$ cat src/rtl/settle_counter.sv
// settle_counter: per-vector hold counter; last marks the edge on which the response is sampled
module settle_counter #(parameter logic [3:0] SETTLE = 4'd0) (
    input  logic clk,
    input  logic rst_n,
    input  logic load,
    input  logic en,
    output logic last
);
    logic [3:0] cnt;
    always_ff @(posedge clk)
        if (!rst_n) cnt <= '0;
        else if (load) cnt <= SETTLE;
        else if (en && cnt != '0) cnt <= cnt - 1'b1;
    assign last = cnt == '0;
endmodule

$ cat config.mk
export PLATFORM = sky130hd
export DESIGN_NAME = settle_counter
export DESIGN_NICKNAME = d
export VERILOG_FILES = /design/src/rtl/settle_counter.sv
export SDC_FILE = /design/constraint.sdc
export NUM_CORES = 1
export LEC_CHECK = 0
export ABC_CLOCK_PERIOD_IN_PS = 1770
export BUFFER_PORTS_ARGS = -buffer_cell sky130_fd_sc_hd__buf_4
export CAP_MARGIN = 10
export CORE_AREA = 10 10 47 49
export DETAILED_ROUTE_END_ITERATION = 10
export DIE_AREA = 0 0 57 59
export SYNTH_ARGS = -nofsm -noshare
export SYNTH_HDL_FRONTEND = slang
export SYNTH_SLANG_ARGS = --single-unit
$ cat constraint.sdc
create_clock -name clk -period 1.77 [get_ports clk]
set_clock_uncertainty 0.15 [all_clocks]
set_input_delay 0.4425 -clock clk [delete_from_list [all_inputs] [get_ports clk]]
set_output_delay 0.4425 -clock clk [all_outputs]
set_load 0.02 [all_outputs]
; Yosys cells after proc, flatten, opt, wreduce, memory -nomap -nowiden
; Index checks and enable logic that the tools add are counted.
[totals]
input_bits = 4
reg_bits = 4
[classes]
reduce_logical = 4
n_bitwise = 1
addsub = 1
[op_table]
columns = operator, n
row1 = zero test 4 bit, 1
row2 = nonzero test 4 bit, 1
row3 = "subtractor 4 x 1 -> 4 bit, second input constant", 1
row4 = OR reduction 2 bit, 1
row5 = logical AND 1 bit, 1
row6 = NOT 1 bit, 1

; Logic depth before layout (Yosys ltp)
[depth]
ltp_word = 2
mapped_depth = 6
mapped_depth_nobuf = 6

; Worst setup path after synthesis
; OpenSTA, ideal clock, no wires.
[synth_path]
kind = register -> output
startpoint = register cnt[0]
endpoint = output last
t_arrival_ps = 1104
path_stages_with_launch = 5
slack_ps = 74
required_time_ps = 1177
path_cell_list = dfxtp_1 > inv_1 > ha_1 > or3b_1 > inv_1
[synth_between]
elab_chain_len = 1
[synth_rtl]
columns = element, line_no
row1 = "start, declared", 9  ; logic [3:0] cnt;
row2 = "start signal, assigned", 13  ; else if (en && cnt != '0) cnt <= cnt - 1'b1;
row3 = zero test 4 bit, 14  ; assign last = cnt == '0;
row4 = "end, declared", 7  ; output logic last
; No other way between the ends.

; Worst setup path after layout
; Ends and elaborated chain as after synthesis.

==> qor.yml <==
run_status:
  status: "finished with violations"
  violations: "negative setup slack"
final_layout:
  largestRegisters: "cnt (4)"
  final_common_cell: "buf_4"
  final_area_um2: 446.7
  drive_gt1_frac: 0.6667
  layout_common_cells: "buf_4 (11), buf_6 (8), nand2_1 (4)"
  nets: 55
  insertedDiodeCount: 0
  area_delta_synth_final_pct: 108.8
  largest_reg_flops: 4
  utilization: 0.3188
  largest_register: "cnt"
critical_path:
  cp.required_ns: 1.18
  cp.arrival_ns: 1.32
  worst_setup_path_end_kind: "output port"
  worstReg2RegStart: "cnt[0]"
  slowest_delay_ns: 0.38
  worstSetupPathType: "reg -> out"
  cp_slowest_cell: "or3b_4"
  worstPathCellList: "inv_2, ha_4, or3b_4, inv_2, buf_6"
  worstSetupStartpointType: "flip-flop"
  cp_common_cell: "inv_2"
  critical_path.max_fanout: 2
  timing.critical_path.from: "cnt[0]"
worst_hold_path:
  hold_class: "in -> reg"
  min_from: "load"
drt:
  drt-initial-drc-count: 1
  drc: 0
  wirelength_um: 719
  routedWlPerCell_um: 11.23
  dr.pass1.iters: 2
  via_per_inst: 4.031
  ant_nets: 0
  num_vias: 258
power:
  vdd_drop_max_mv: 0.3068
  power_leakage_nw: 0.1859
  power_mw: 0.2189
  pwr_density_cell_nw_per_um2: 490.1
clock_tree:
  cts.sinks: 4
  cts-root-buf: "clkbuf_4"
  postCtsHoldBufs: 0
  clk_pin_slew_ns: 0.04
  numCtsBuffers: 3
  htreeDepth: 1
  cts_tree: "done"
  cts.path.max_buffers: 2
  clkLatencyLatePin_ns: 0.23
placed_design:
  numPortBuffers: 4
  globalplace.congestion: 0.7325
  dp_slack_ns: 0.03594
  place_hpwl_um: 412.4
  placed_area_um2: 294.0
global_routing:
  antenna_found_initial: 0
  grt_use_total: 0.04739
  grt_pass1_vias: 313
  overflow: 0
  grt_pass1_wl_um: 1173
  grt_max_degree: 7
floorplan:
  die_area_um2: 3363
  die_h_um: 59
  core_um2: 1401
  rows: 14
  fp.dieW_um: 57
  ios: 5
  start_util: 0.1527
synth:
  yosys.area.top_type_share: 0.3743
  synth_area_leader_cell: "dfxtp_1"
  netlist_area_um2: 214.0
  synth_seq_area_share: 0.3743
  syn_inst: 26
  syn_avg_cell_area_um2: 8.229
  synth_area_leaders: "dfxtp_1 (37%), a21oi_1 (7.0%), nand2_1 (7.0%), ha_1 (5.8%), inv_1 (5.3%)"
  yosysWarningCount: 0
  yosys.cell_types.count: 16
  synth_fp_nets: 31
  ys_ff_latch: 4
timing:
  worst_slew_pin_slew_ns: 0.1352
  post-route-period-util: 1.079
  fin_ws_ns: -0.1392
  rsz0062_at_grt: "yes"
  period_needed_ns: 1.909
  finalSetupViolCount: 1
  slew_headroom: 0.9089
  clock.fmax_ghz: 0.5238
  drv_slew: 0
  hold_viol: 0
  whs_ns: 0.3061
run:
  drv_cap: 0
[critical path, delay by kind of cell, from the launching register on]
kind | cells | cell delay (ns)
adders and majority gates | 1 | 0.13
DFF | 1 | 0.31
and+or+nand+nor | 1 | 0.38
buffers and inverters | 3 | 0.26
[logic make-up (layout without fill, tap and decap cells)]
group | count (synthesis) | after routing | share of synthesized area
buf+inv | 3 | 25 | 0.05263
compound gates | 6 | 6 | 0.1754
fa+ha+maj | 1 | 1 | 0.05847
flops | 4 | 4 | 0.3743
simple gates | 12 | 12 | 0.3392
[metrics by stage]
step                std cells  TNS, ns
detailed placement         50        0
global placement           50        0
CTS                        63  -0.2778
global route               64  -0.1847
floorplan                  26        0
finish                     64  -0.1392
[synth_stat cells]
cell type and n:
nand4b_1 1, a21oi_1 3, nand3_1 1, inv_1 3, nor2b_1 1, a21o_2 1, or3b_1 1, dfxtp_1 4
a21oi_2 1, or2b_2 1, or3_1 1, nor2_1 1, o21ai_0 1, nand2_1 4, or4b_1 1, ha_1 1
[final timing paths]
| path | to | cells past startpoint | slack (ns) |
|---|---|---|---|
| setup / recovery | last | 5 | -0.14 |
| hold / removal | cnt[1] | 4 | 0.31 |
| setup reg to reg | cnt[0] | 11 | 0.04 |
| hold reg to reg | cnt[2] | 2 | 0.34 |
[area by class of cell]
cell class / count / area [um2]
fillers: 156 / 954.7
multi-input cells: 19 / 137.6
flip-flops and latches: 4 / 82.58
repair buffers: 19 / 172.7
well taps: 16 / 20.02
clock buffers: 3 / 22.52
inverters: 3 / 11.26
[metal layers]
metal | track usage | share of wire
met1 | 0.03062 | 0.38
met2 | 0.09612 | 0.58
met3 | 0.01502 | 0.046
met4 | 0.05034 | 0
met5 | 0 | 0
[where the power goes]
part           internal [mW]     switching, mW  total (mW)
combinational        0.00850           0.00618      0.0147
clock                 0.0759            0.0378       0.114
sequential            0.0906  0.00000000000164      0.0906
total                  0.175            0.0440       0.219
[repair_timing]
action                     in CTS  in global routing
setup endpoints to repair       1                  2
pin swaps                       1                  1
setup buffers                  10                  2
resized for setup               9                  7
Power figures use the tool's default switching activity.
